--- src/rtl/ps2_dir_decoder.sv ---
// PS/2 set-2 receiver driving held arrow-key flags, plus last byte and error strobes.
// Build option WASD_EN: letter keys W/S/A/D also drive the direction flags.
module ps2_dir_decoder #(
  parameter int FILTER_LEN  = 8,
  parameter int TIMEOUT_CYC = 200000
) (
  input  logic       clk,
  input  logic       rst,
  input  logic       key_clk,
  input  logic       key_data,
  output logic       kup,
  output logic       kdown,
  output logic       kleft,
  output logic       kright,
  output logic [7:0] scan_code,
  output logic       code_valid,
  output logic       frame_err
);

  localparam int FW = $clog2(FILTER_LEN + 1);
  localparam int TW = $clog2(TIMEOUT_CYC + 1);

  typedef enum logic [1:0] {S_IDLE, S_DATA, S_PARITY, S_STOP} state_t;

  logic          kclk_s1_q, kclk_s1_d, kclk_s2_q, kclk_s2_d;
  logic          kdat_s1_q, kdat_s1_d, kdat_s2_q, kdat_s2_d;
  logic          filt_q, filt_d;
  logic [FW-1:0] fcnt_q, fcnt_d;
  logic          fe_q, fe_d;
  state_t        state_q, state_d;
  logic [2:0]    bcnt_q, bcnt_d;
  logic [7:0]    shift_q, shift_d;
  logic          par_q, par_d;
  logic [TW-1:0] tmo_q, tmo_d;
  logic          ext_q, ext_d, brk_q, brk_d;
  logic [3:0]    flags_q, flags_d;   // {up, down, left, right}
  logic [7:0]    scan_q, scan_d;
  logic          cv_q, cv_d, err_q, err_d;
  logic          accept;

  always_comb begin
    kclk_s1_d = key_clk;
    kclk_s2_d = kclk_s1_q;
    kdat_s1_d = key_data;
    kdat_s2_d = kdat_s1_q;
    filt_d    = filt_q;
    fcnt_d    = fcnt_q;
    state_d   = state_q;
    bcnt_d    = bcnt_q;
    shift_d   = shift_q;
    par_d     = par_q;
    tmo_d     = tmo_q;
    ext_d     = ext_q;
    brk_d     = brk_q;
    flags_d   = flags_q;
    scan_d    = scan_q;
    cv_d      = 1'b0;
    err_d     = 1'b0;
    accept    = 1'b0;

    // Glitch filter: level follows the input only after FILTER_LEN differing samples.
    if (kclk_s2_q == filt_q) begin
      fcnt_d = '0;
    end else if (fcnt_q == FW'(FILTER_LEN - 1)) begin
      filt_d = kclk_s2_q;
      fcnt_d = '0;
    end else begin
      fcnt_d = fcnt_q + 1'b1;
    end
    fe_d = filt_q & ~filt_d;

    if (fe_q) begin
      tmo_d = '0;
      case (state_q)
        S_IDLE: begin
          if (!kdat_s2_q) begin
            state_d = S_DATA;
            bcnt_d  = 3'd0;
          end else begin
            err_d = 1'b1;
          end
        end
        S_DATA: begin
          shift_d = {kdat_s2_q, shift_q[7:1]};
          bcnt_d  = bcnt_q + 3'd1;
          if (bcnt_q == 3'd7) state_d = S_PARITY;
        end
        S_PARITY: begin
          par_d   = kdat_s2_q;
          state_d = S_STOP;
        end
        default: begin
          if (kdat_s2_q && (^{shift_q, par_q})) accept = 1'b1;
          else                                  err_d  = 1'b1;
          state_d = S_IDLE;
        end
      endcase
    end else if (state_q != S_IDLE) begin
      if (tmo_q == TW'(TIMEOUT_CYC - 1)) begin
        err_d   = 1'b1;
        state_d = S_IDLE;
        tmo_d   = '0;
      end else begin
        tmo_d = tmo_q + 1'b1;
      end
    end

    if (accept) begin
      scan_d = shift_q;
      cv_d   = 1'b1;
      if (shift_q == 8'hE0) begin
        ext_d = 1'b1;
      end else if (shift_q == 8'hF0) begin
        brk_d = 1'b1;
      end else begin
        if (ext_q) begin
          case (shift_q)
            8'h75:   flags_d[3] = ~brk_q;
            8'h72:   flags_d[2] = ~brk_q;
            8'h6B:   flags_d[1] = ~brk_q;
            8'h74:   flags_d[0] = ~brk_q;
            default: ;
          endcase
        end
`ifdef WASD_EN
        else begin
          case (shift_q)
            8'h1D:   flags_d[3] = ~brk_q;
            8'h1B:   flags_d[2] = ~brk_q;
            8'h1C:   flags_d[1] = ~brk_q;
            8'h23:   flags_d[0] = ~brk_q;
            default: ;
          endcase
        end
`endif
        ext_d = 1'b0;
        brk_d = 1'b0;
      end
    end

    if (err_d) begin
      ext_d = 1'b0;
      brk_d = 1'b0;
    end
  end

  always_ff @(posedge clk or negedge rst) begin
    if (!rst) begin
      kclk_s1_q <= 1'b1;
      kclk_s2_q <= 1'b1;
      kdat_s1_q <= 1'b1;
      kdat_s2_q <= 1'b1;
      filt_q    <= 1'b1;
      fcnt_q    <= '0;
      fe_q      <= 1'b0;
      state_q   <= S_IDLE;
      bcnt_q    <= 3'd0;
      shift_q   <= 8'h00;
      par_q     <= 1'b0;
      tmo_q     <= '0;
      ext_q     <= 1'b0;
      brk_q     <= 1'b0;
      flags_q   <= 4'h0;
      scan_q    <= 8'h00;
      cv_q      <= 1'b0;
      err_q     <= 1'b0;
    end else begin
      kclk_s1_q <= kclk_s1_d;
      kclk_s2_q <= kclk_s2_d;
      kdat_s1_q <= kdat_s1_d;
      kdat_s2_q <= kdat_s2_d;
      filt_q    <= filt_d;
      fcnt_q    <= fcnt_d;
      fe_q      <= fe_d;
      state_q   <= state_d;
      bcnt_q    <= bcnt_d;
      shift_q   <= shift_d;
      par_q     <= par_d;
      tmo_q     <= tmo_d;
      ext_q     <= ext_d;
      brk_q     <= brk_d;
      flags_q   <= flags_d;
      scan_q    <= scan_d;
      cv_q      <= cv_d;
      err_q     <= err_d;
    end
  end

  assign kup        = flags_q[3];
  assign kdown      = flags_q[2];
  assign kleft      = flags_q[1];
  assign kright     = flags_q[0];
  assign scan_code  = scan_q;
  assign code_valid = cv_q;
  assign frame_err  = err_q;

endmodule

--- config.mk ---
export PLATFORM = sky130hd
export DESIGN_NAME = ps2_dir_decoder
export DESIGN_NICKNAME = d
export VERILOG_FILES = /design/src/rtl/ps2_dir_decoder.sv
export SDC_FILE = /design/constraint.sdc
export NUM_CORES = 1
export LEC_CHECK = 0
export CAP_MARGIN = 10
export CORE_MARGIN = 5
export CORE_UTILIZATION = 45
export CTS_CLUSTER_SIZE = 30
export DETAILED_ROUTE_END_ITERATION = 10
export PLACE_DENSITY = 0.7
export RECOVER_POWER = 50
export SLEW_MARGIN = 30
export SYNTH_ARGS = -nofsm -noshare
export SYNTH_HDL_FRONTEND = slang
export SYNTH_SLANG_ARGS = --single-unit
--- constraint.sdc ---
create_clock -name clk -period 2 [get_ports clk]
set_clock_uncertainty 0.2 [all_clocks]
set_input_delay 0.2 -clock clk [delete_from_list [all_inputs] [get_ports clk]]
set_output_delay 0.2 -clock clk [all_outputs]
set_load 0.02 [all_outputs]
Word level (Yosys, flattened, before mapping). Index checks and enable logic that the tools add are counted.

Register bits: 58. Output and inout port bits: 14. Word-level logic and storage cells: 99. Input bits: 4.

Reduce and logical (&&, ||, !) cells: 20. Eq/ne operators: 17. Bitwise logic cells: 5. Mux-type cells: 33. Add/subtract/negate cells: 3.

Operator list (number): $mux 18 (3); $eq 8x7->1 const B (4); $reduce_and 5->1 (4); $mux 1 (19); $add 18x1->18 const B (1); $eq 18x18->1 const B (1); $eq 8x8->1 const B (2); $mux 2 (5); $reduce_bool 2->1 (5); $ne 3x3->1 const B (3); $reduce_xor 9->1 (1); $mux 4 (2); $reduce_and 2->1 (4); $pmux 2 s3 (1); $pmux 3 s2 (1); $add 4x1->4 const B (1); $eq 4x3->1 const B (1); $ne 2x2->1 const B (2); $not 1->1 (4); $reduce_and 4->1 (1); $add 3x1->3 const B (1); $eq 3x3->1 const B (1); $mux 3 (1); $reduce_and 3->1 (1); other kinds (9) (9).

Logic depth before layout (Yosys ltp). Gate-level depths: netlist of the first run.

Depth after elaboration: 7. Depth in mapped cells: 8.

Worst setup path before layout of the first run. No wires, ideal clock.

Path kind: reg2reg. Start point: register state_q[0]. End point: register tmo_q[17]. Setup time: 0.078 ns. Stages on the path, launching flop included: 9. Buffers on the path: 1. Data required time: 1.722 ns. Slack: -0.168 ns. Period minus slack after synthesis: 2.168 ns. Arrival time: 1.890 ns. Cells stage by stage: dfrtp_1 inv_1 ha_1 nor2b_1 clkbuf_1 nor3b_1 nand3_1 or3_1 a21oi_1.

Longest elaborated chain between the ends: 2.

RTL lines: start, declared (line 30) `state_t state_q, state_d;`; start signal, assigned (line 175) `state_q <= state_d;`; $reduce_bool 2->1 (line 98) `end else if (state_q != S_IDLE) begin`; $reduce_bool 2->1 (no source line); end signal, assigned (line 179) `tmo_q <= tmo_d;`; end, declared (line 34) `logic [TW-1:0] tmo_q, tmo_d;`.

No other way between the ends. A chain may end at the register's enable or synchronous reset.

Final worst setup path of the first run.
Start point: register shift_q[5]. End point: register flags_q[0].

Longest elaborated chain between the ends: 6. Elaborated cells on any way between the ends: 11. Those cells by class: eq/ne: 3; mux: 3; bitwise: 2; reduce/logical: 3.

RTL lines: start, declared (line 32) `logic [7:0] shift_q, shift_d;`; start signal, assigned (line 177) `shift_q <= shift_d;`; $reduce_xor 9->1 (line 93) `if (kdat_s2_q && (^{shift_q, par_q})) accept = 1'b1;`; $logic_and 1x1->1 (line 93); $mux 1 (line 93); $mux 1 (line 74) `case (state_q)`; $mux 1 (line 72) `if (fe_q) begin`; $reduce_and 5->1 (no source line) *; end signal, assigned (line 182) `flags_q <= flags_d;`; end, declared (line 36) `logic [3:0] flags_q, flags_d;`.

Every way passes the cells marked *; elsewhere a longest branch is shown, timed or not.

==> metrics, run 1 <==
CTS Buffer Depth=2; measured slew at the worst slew-check pin=between 0.7 and 0.8 ns; number of global-route vias before repair=between 1500 and 2000; data required time of the critical path=2.06 ns; Synth Flop Type=dfrtp_1; Overflow after GRT=0; first-pass GRT wire length=~9.1 mm; CTS tree=built; register area=1460 sq um; dpl cells=around 360; Mapped Area=between 2000 and 3000 sq um; DRT Wirelength=between 5 and 6 mm; synth unique cells=42; Setup WS pre-CTS=-0.223 ns; WP buf/inv=0; TritonRoute pass-1 iters=4; Top delay family on crit path=XOR/XNOR gates; n_diodes=0; Std-Cell Rows=28; Crit Path Class=reg -> reg; CP arrival=between 2 and 2.5 ns; Critical Path Max Stage Delay=between 0.5 and 0.6 ns; Multi-input gate area=about 1400 sq um; Total Power=2.66 mW; endpoint class of the critical path=register; Max Fclk=between 0.4 and 0.5 GHz; Final setup viols=14; clk slew on worst S/H paths=around 0.070 ns; CTS root buffer=clkbuf_8; Slew Viols, Final=0; startpoint types=register; layout cells sized above 1=0.304; syn nets=260; initial cell density of the core=0.466; Final Hold Violating Endpoints=0; DRC=0; Clock Sinks=58; DR iter-0 viols=83; crit path max-delay cell type=xnor3_2; number of enable flip-flop cells after synthesis=0; commonest non-fill, non-tap cell in the layout=dfrtp_1; most frequent cells in the layout=dfrtp_1, buf_4, nor2_1; # fillers=roughly 460; port buffer count=17; via density per instance=between 5 and 6; final worst-path cycle share=1.08; nets@finish=314; final setup margin=-0.166 ns; r2r worst-path depth=5; Hold WS=roughly 0.16 ns; dpl hpwl=roughly 3.5 mm; Synth Area per Inst=11.3 sq um; relative slew slack=0.489; crit-path max FO=6; CTS Buf Count=9; Pwr per Cell Area=728 nW/um^2; cells after synthesis=247; P_leak=about 1.7 nW; Yosys warning count=0; Die Footprint=7880 sq um; area of the core=~6000 sq um; min-delay worst type=reg -> reg; hold path depth=0; Layout area overhead=30.8%; post-layout min period=roughly 2.2 ns; largest net degree at the start of global routing=just under 60; Final ANT Viol Nets=0; drt wl/cell=14.1 um; GRT Overall Usage=0.152; non-filler cells, final=381; failing checks=negative setup slack; setup TNS=-1.51 ns; Max Cap Viol=0; Core Util, Final=0.610; H-tree depth=3; Final GP Congestion=0.789; peak supply drop=between 500 and 600 uV; Final Instance Area=3650 sq um; Yosys reg bits=58; Die Wd=88.8 um; unrepaired setup endpoints after global routing=true; die height=just under 90 um; worst skew pair latency=roughly 0.33 ns; post-synthesis sequential area ratio=0.522; Async SR Flop Fraction=1.00; CP cell instances=xnor2_1, xnor3_2, mux2i_4, nor4_2, mux2i_1; initial antenna violation count=0; status=finished, violations left; Crit. path cell count=5; via count=~2000; Area after DPL=between 3000 and 4000 sq um; Top Ports=18
registers in the layout, indices dropped and copies added, names as in the netlist:
signal / cells
tmo_q: 18
kdat_s2_q: 1
shift_q: 8
frame_err: 1
fcnt_q: 4
flags_q: 4
ext_q: 1
filt_q: 1
kclk_s2_q: 1
brk_q: 1
kclk_s1_q: 1
fe_q: 1
state_q: 2
par_q: 1
kdat_s1_q: 1
scan_code: 8
bcnt_q: 3
code_valid: 1
power breakdown:
| part | internal (mW) | total [mW] | switching [mW] |
|---|---|---|---|
| clock network | 0.821 | 1.29 | 0.468 |
| registers | 1.22 | 1.25 | 0.0288 |
| logic | 0.0540 | 0.119 | 0.0648 |
| total | 2.10 | 2.66 | 0.562 |
kinds of logic after synthesis:
family                   synth area share
AO/OA/AOI/OAI                      0.0668
XOR/XNOR                           0.0815
adder cells (fa/ha/maj)            0.0403
buffers and inverters              0.0291
flip-flops                          0.522
multiplexers                       0.0865
AND/OR/NAND/NOR                     0.174
metal layers:
| metal | GRT usage | vias to the layer above | share of wire |
|---|---|---|---|
| li1 | - | 978 | - |
| met1 | 0.208 | 969 | 0.48 |
| met2 | 0.227 | 34 | 0.46 |
| met3 | 0.0279 | 11 | 0.033 |
| met4 | 0.0865 | 0 | 0.021 |
| met5 | 0 | - | 0 |
synthesized netlist by cell type, drive strengths merged, types with 6 or more instances:
cell type	number	area [sq um]
nor3b	7	52.6
inv	11	41.3
mux2i	6	72.6
nand2	19	71.3
nand3	9	45.0
mux2	15	169
xor2	9	78.8
nor2	23	86.3
o21ai	12	60.1
nor4	6	37.5
ha	9	113
dfrtp	53	1330
xnor2	9	78.8
worst paths after layout:
| kind | start | endpoint | slack, ns |
|---|---|---|---|
| max | shift_q[5] | flags_q[0] | -0.17 |
| min | kdat_s1_q | kdat_s2_q | 0.16 |
| max reg2reg | shift_q[5] | flags_q[0] | -0.17 |
| min reg2reg | kdat_s1_q | kdat_s2_q | 0.16 |
| max in group asynchronous | rst | tmo_q[6] | 0.72 |
| min in group asynchronous | rst | scan_code[4] | 0.39 |
final cells by class:
| type | instances | share of cell area |
|---|---|---|
| flip-flops and latches | 58 | 0.399 |
| multi-input cells | 172 | 0.381 |
| repair buffers | 49 | 0.118 |
| clock buffers | 10 | 0.0349 |
| clock inverters | 6 | 0.0288 |
| well taps | 75 | 0.0257 |
| inverters | 11 | 0.0120 |
worst reg2reg max path, cell delays in order (launching register included):
cell	delay, ns
dfrtp_1	0.39
xnor2_1	0.16
xnor3_2	0.53
mux2i_4	0.28
nor4_2	0.32
mux2i_1	0.20
what timing repair did:
item                                   CTS  global route
hold buffers                             1             0
setup endpoints to repair               15            21
pin swaps                                3             5
endpoints found under the hold margin   58             0
cloned                                   1             0
buffers inserted                         3             2
gates resized for setup                 20            11
(Power assumes the default switching activity.)
==> run 2, diff against run 1 <==
--- a/config.mk
+++ b/config.mk
@@ -5,12 +5,13 @@
 export SDC_FILE = /design/constraint.sdc
 export NUM_CORES = 1
 export LEC_CHECK = 0
-export CAP_MARGIN = 10
+export CAP_MARGIN = 20
 export CORE_MARGIN = 5
 export CORE_UTILIZATION = 45
 export CTS_CLUSTER_SIZE = 30
 export DETAILED_ROUTE_END_ITERATION = 10
-export PLACE_DENSITY = 0.7
+export HOLD_SLACK_MARGIN = 0.15
+export PLACE_DENSITY = 0.73
 export RECOVER_POWER = 50
 export SLEW_MARGIN = 30
 export SYNTH_ARGS = -nofsm -noshare
==> run 2 against run 1 <==
  * The run still ends with negative setup slack left
  * Hold slack improved by 0.0039 ns
  * Sequential power about the same
  * Power rose by 1.0%
  * Final cell count increased by 0.79%
  * Maximum frequency fell by 0.64%
  * Core utilization grew 1.0 points
  * Setup slack worse by 0.014 ns
  * Global-route usage is 1.2 points higher
  * Critical endpoint unchanged
  * Largest cell class unchanged
  * Largest power group unchanged
  * Highest routed layer unchanged
==> metrics, run 2 (synthesis gave the netlist of run 1 again) <==
port buffer count=17 (unchanged); failing checks=negative setup slack; n_diodes=0 (unchanged); DR iter-0 viols=70 (-16%); endpoint class of the critical path=register; CTS Buffer Depth=2 (unchanged); Top Ports=18 (unchanged); clk slew on worst S/H paths=0.07 ns (about the same); drt wl/cell=14.8 um (+4.6%); crit-path max FO=6 (unchanged); Clock Sinks=58 (unchanged); Die Footprint=7880 sq um (unchanged); final worst-path cycle share=1.09 (+0.00698); Die Wd=88.8 um (unchanged); worst skew pair latency=0.34 ns (about the same); Pint=2.12 mW (+1.0%); Multi-input gate area=1430 sq um (+2.4%); dpl hpwl=3.71 mm (+6.0%); DRC=0 (unchanged); reg2reg end=flags_q[0]; switching power of the nets=567 uW (+0.91%); Final GP Congestion=0.792 (+0.37%); status=finished, violations left; # fillers=444 (-4.3%); peak supply drop=397 uV (-24%); Final Instance Area=3710 sq um (+1.7%); reg2reg start=shift_q[3]; register area=1460 sq um (unchanged); number of global-route vias before repair=2144 (+10%); P_leak=1.69 nW (-0.51%); unrepaired setup endpoints after global routing=true; clock network fraction of total power=0.487 (+0.002); Crit Path Class=reg -> reg; dpl cells=361 (+0.56%); most frequent cells in the layout=dfrtp_1, buf_4, nor2_1; CTS Buf Count=9 (unchanged); R2R Setup Slk=-0.18 ns (about the same); relative slew slack=0.350 (-0.139); CP cell instances=xnor2_1, xnor3_2, mux2i_4, nor4_4, mux2i_1; final setup margin=-0.180 ns (-0.0140 ns); CP arrival=2.25 ns (+0.02 ns); post-layout min period=2.18 ns (+0.0140 ns); largest net degree at the start of global routing=20 (-66%); Setup crit start=shift_q[3]; initial antenna violation count=0 (unchanged); nets@finish=317 (+0.96%); sequential share of power=0.467 (-0.004); r2r worst-path depth=5 (unchanged); setup TNS=-1.50 ns (+0.00989 ns); Layout area overhead=33.0%; area of the core=5990 sq um (unchanged); Pwr per Cell Area=723 nW/um^2 (-0.69%); switching share of power=0.211 (about the same); Slew Viols, Final=0 (unchanged); die height=88.8 um (unchanged); Final setup viols=14 (unchanged); first-pass GRT wire length=9.77 mm (+7.5%); H-tree depth=3 (unchanged); Std-Cell Rows=28 (unchanged); data required time of the critical path=2.07 ns (about the same); startpoint types=register; non-filler cells, final=384 (+0.79%); Total Power=2.69 mW (+1.0%); max FFs per register=18 (unchanged); via count=2054 (+3.1%); min-delay worst type=reg -> reg; initial cell density of the core=0.466 (unchanged); Overflow after GRT=0 (unchanged); TritonRoute pass-1 iters=4 (unchanged); Comb power frac=0.047 (+0.002); measured slew at the worst slew-check pin=0.975 ns (+0.209 ns); Final ANT Viol Nets=0 (unchanged); crit path to=flags_q[0]; via density per instance=5.35 (+2.3%); layout cells sized above 1=0.282 (-0.0224); CTS root buffer=clkbuf_8; Max Cap Viol=0 (unchanged); Max Fclk=0.459 GHz (-0.64%); Largest Register=tmo_q; Setup WS pre-CTS=-0.233 ns (-0.0106 ns); Area after DPL=3260 sq um (+0.46%); Critical Path Max Stage Delay=0.53 ns (about the same); GRT Overall Usage=0.164 (+0.0122); Final Hold Violating Endpoints=0 (unchanged); crit path max-delay cell type=xnor3_2; CTS tree=built; commonest non-fill, non-tap cell in the layout=dfrtp_1; DRT Wirelength=5.68 mm (+5.4%)
## run 2: repair_timing
item                                    CTS  global route
hold endpoints to repair                 60             0
buffers inserted                          3             0
hold buffers                              4             0
gates cloned                              1             0
endpoints found under the setup margin   15            19
resized for setup                        17            18
pin swaps                                 5             8
## run 2: worst min path at each step
stage / start / to / slack [ns] / depth (start not counted)
after global placement: rst / fcnt_q[3] / -0.08 / 1
after floorplan: rst / bcnt_q[0] / -0.30 / 0
after detailed placement: rst / fcnt_q[3] / -0.06 / 1
final: kdat_s1_q / kdat_s2_q / 0.16 / 0
after global routing: kdat_s1_q / kdat_s2_q / 0.16 / 0
after CTS: kclk_s1_q / kclk_s2_q / 0.16 / 0
## run 2: area by class of cell
class	count	area share
Clock inverter	3	0.0185
Clock buffer	13	0.0482
Multi-Input combinational cell	172	0.384
Tap cell	75	0.0253
Inverter	11	0.0118
Sequential cell	58	0.392
Timing Repair Buffer	52	0.120
## run 2: power groups by stage
stage / sequential [mW] / clock (mW) / combinational [mW]
2_1_floorplan: 1.27 / 0 / 0.0725
3_3_place_gp: 1.27 / 0 / 0.122
3_5_place_dp: 1.27 / 0 / 0.127
4_1_cts: 1.25 / 1.33 / 0.137
5_1_grt: 1.26 / 1.38 / 0.147
6_report: 1.25 / 1.31 / 0.126
## run 2: routing by layer
metal,vias to the layer above,global-route usage,routed length [um]
met4,0,0.107,178
met2,43,0.247,2650
met5,-,0,0
met3,16,0.0335,229
met1,1008,0.214,2620
li1,987,-,-
## run 2: critical path, delay by kind of cell, from the launching register on
family        cells  cell delay [ns]
xor+xnor          2             0.71
mux               2             0.48
flops             1             0.39
simple gates      1             0.32
## run 2: per-stage QoR
step | util | hold slack, ns
after global placement | 0.545 | -0.0787
final | 0.620 | 0.159
after floorplan | - | -0.296
after detailed placement | 0.545 | -0.0623
after CTS | 0.610 | 0.155
after global routing | 0.620 | 0.164
==> run 3, diff against run 2 <==
--- a/config.mk
+++ b/config.mk
@@ -11,8 +11,10 @@
 export CTS_CLUSTER_SIZE = 30
 export DETAILED_ROUTE_END_ITERATION = 10
 export HOLD_SLACK_MARGIN = 0.15
+export MAX_ROUTING_LAYER = met4
 export PLACE_DENSITY = 0.73
 export RECOVER_POWER = 50
+export SKIP_LAST_GASP = 1
 export SLEW_MARGIN = 30
 export SYNTH_ARGS = -nofsm -noshare
 export SYNTH_HDL_FRONTEND = slang
==> run 3 against run 2 <==
  * The run still ends with negative setup slack left
  * Hold slack hardly changed
  * Routed wire length is 0.92% lower
  * Die area stayed put
  * Sequential share of layout area stayed put
  * Combinational power hardly changed
  * Clock-buffer cell count stayed put
  * Global-route usage is 0.51 points higher
==> metrics, run 3 (synthesis gave the netlist of run 1 again) <==
Top Ports=18 (unchanged); peak supply drop=396 uV (about the same); r2r worst-path depth=5 (unchanged); final setup margin=-0.182 ns (-0.00149 ns); endpoint class of the critical path=register; DRC=0 (unchanged); largest net degree at the start of global routing=20 (unchanged); setup TNS=-1.51 ns (-0.00898 ns); metal3 WL=249 um (+8.7%); non-filler cells, final=384 (unchanged); port buffer count=17 (unchanged); worst skew pair latency=0.34 ns (about the same); drt wl/cell=14.6 um (-0.92%); TritonRoute pass-1 iters=4 (unchanged); Std-Cell Rows=28 (unchanged); measured slew at the worst slew-check pin=0.977 ns (+0.00221 ns); most frequent cells in the layout=dfrtp_1, buf_4, nor2_1; Final ANT Viol Nets=0 (unchanged); Hold WS=0.160 ns (+0.0000620 ns); CTS Buffer Depth=2 (unchanged); Die Wd=88.8 um (unchanged); number of global-route vias before repair=2150 (+0.28%); dpl cells=361 (unchanged); unrepaired setup endpoints after global routing=true; CTS tree=built; Final Hold Violating Endpoints=0 (unchanged); nets@finish=317 (unchanged); # fillers=444 (unchanged); min-delay src=kdat_s1_q; Die Footprint=7880 sq um (unchanged); Slew Viols, Final=0 (unchanged); Max Cap Viol=0 (unchanged); Largest Register=tmo_q; die height=88.8 um (unchanged); Setup crit start=shift_q[3]; Max Fclk=0.458 GHz (about the same); reg2reg start=shift_q[3]; top sig layer=met4; hold path depth=0 (unchanged); WL met2=2.62 mm (-1.0%); R2R Setup Slk=-0.18 ns (about the same); Core Util, Final=0.620 (unchanged); Hold EP=kdat_s2_q; Final setup viols=14 (unchanged); Multi-input gate area=1430 sq um (unchanged); DRT Wirelength=5.62 mm (-0.92%); met1 wire length=2.56 mm (-2.1%); CTS Buf Count=9 (unchanged); register area=1460 sq um (unchanged); reg2reg end=flags_q[0]; n_diodes=0 (unchanged); data required time of the critical path=2.07 ns (about the same); via count=2042 (-0.58%); max FFs per register=18 (unchanged); startpoint types=register; crit-path max FO=6 (unchanged); CP arrival=2.25 ns (about the same); P_leak=1.69 nW (unchanged); post-layout min period=2.18 ns (+0.00150 ns); clk slew on worst S/H paths=0.07 ns (about the same); Layout area overhead=33.0% (unchanged); Crit Path Class=reg -> reg; layout cells sized above 1=0.282 (unchanged); initial antenna violation count=0 (unchanged); Final GP Congestion=0.803 (+1.4%); Pwr per Cell Area=723 nW/um^2 (about the same); initial cell density of the core=0.466 (unchanged); via density per instance=5.32 (-0.58%); area of the core=5990 sq um (unchanged); min-delay worst type=reg -> reg; failing checks=negative setup slack; Overflow after GRT=0 (unchanged); GRT Overall Usage=0.169 (+0.00509); final worst-path cycle share=1.09 (about the same); DR iter-0 viols=87 (+24%); relative slew slack=0.349 (-0.00147); status=finished, violations left; CTS root buffer=clkbuf_8; Setup WS pre-CTS=-0.233 ns (unchanged); Clock Sinks=58 (unchanged); dpl hpwl=3.71 mm (unchanged); commonest non-fill, non-tap cell in the layout=dfrtp_1; H-tree depth=3 (unchanged); first-pass GRT wire length=9.78 mm (about the same)
==> run 3: cell counts in the layout (fill, tap and decap cells not counted) <==
No cell type changed its count.
==> run 3: cell type report <==
class | instances | share of cell area
sequential | 58 | 0.392
multi-input combinational | 172 | 0.384
timing repair buffer | 52 | 0.120
clock buffer | 13 | 0.0482
tap | 75 | 0.0253
clock inverter | 3 | 0.0185
inverter | 11 | 0.0118
==> run 3: how the worst max path moves through the flow <==
stage	to	slack, ns
final	flags_q[0]	-0.18
after floorplan	scan_code[1]	-0.11
after global routing	flags_q[0]	-0.25
after global placement	scan_code[5]	-0.17
after CTS	flags_q[0]	-0.19
after detailed placement	brk_q	-0.23
==> run 3: routing by layer <==
layer  GRT usage  vias up
met5           -        -
met4       0.107        0
met3      0.0335       14
met2       0.248       44
met1       0.214      994
li1            -      990
==> run 3: timing repair <==
item,in CTS,in global routing
setup buffers,3,0
setup endpoints to repair,15,19
gates cloned,1,0
pin swaps,5,8
gates resized for setup,16,19
endpoints found under the hold margin,60,0
hold buffers,4,0
==> run 3: where the power goes <==
| group | switching (mW) | internal [mW] | leakage (nW) |
|---|---|---|---|
| clock | 0.466 | 0.840 | 0.126 |
| sequential | 0.0306 | 1.22 | 0.790 |
| combinational | 0.0685 | 0.0576 | 0.777 |
| total | 0.565 | 2.12 | 1.69 |
==> run 3: worst max-delay path, cell delays in order, from the launching register on <==
cell     delay, ns
dfrtp_1       0.39
xnor2_1       0.18
xnor3_2       0.54
mux2i_4       0.28
nor4_4        0.32
mux2i_1       0.20
==> run 3: metrics by stage <==
stage	instance area (sq um)	power, mW
final	3710	2.69
after global routing	3710	2.79
after CTS	3650	2.72
after detailed placement	3260	1.40
after global placement	3260	1.40
after floorplan	2810	1.34
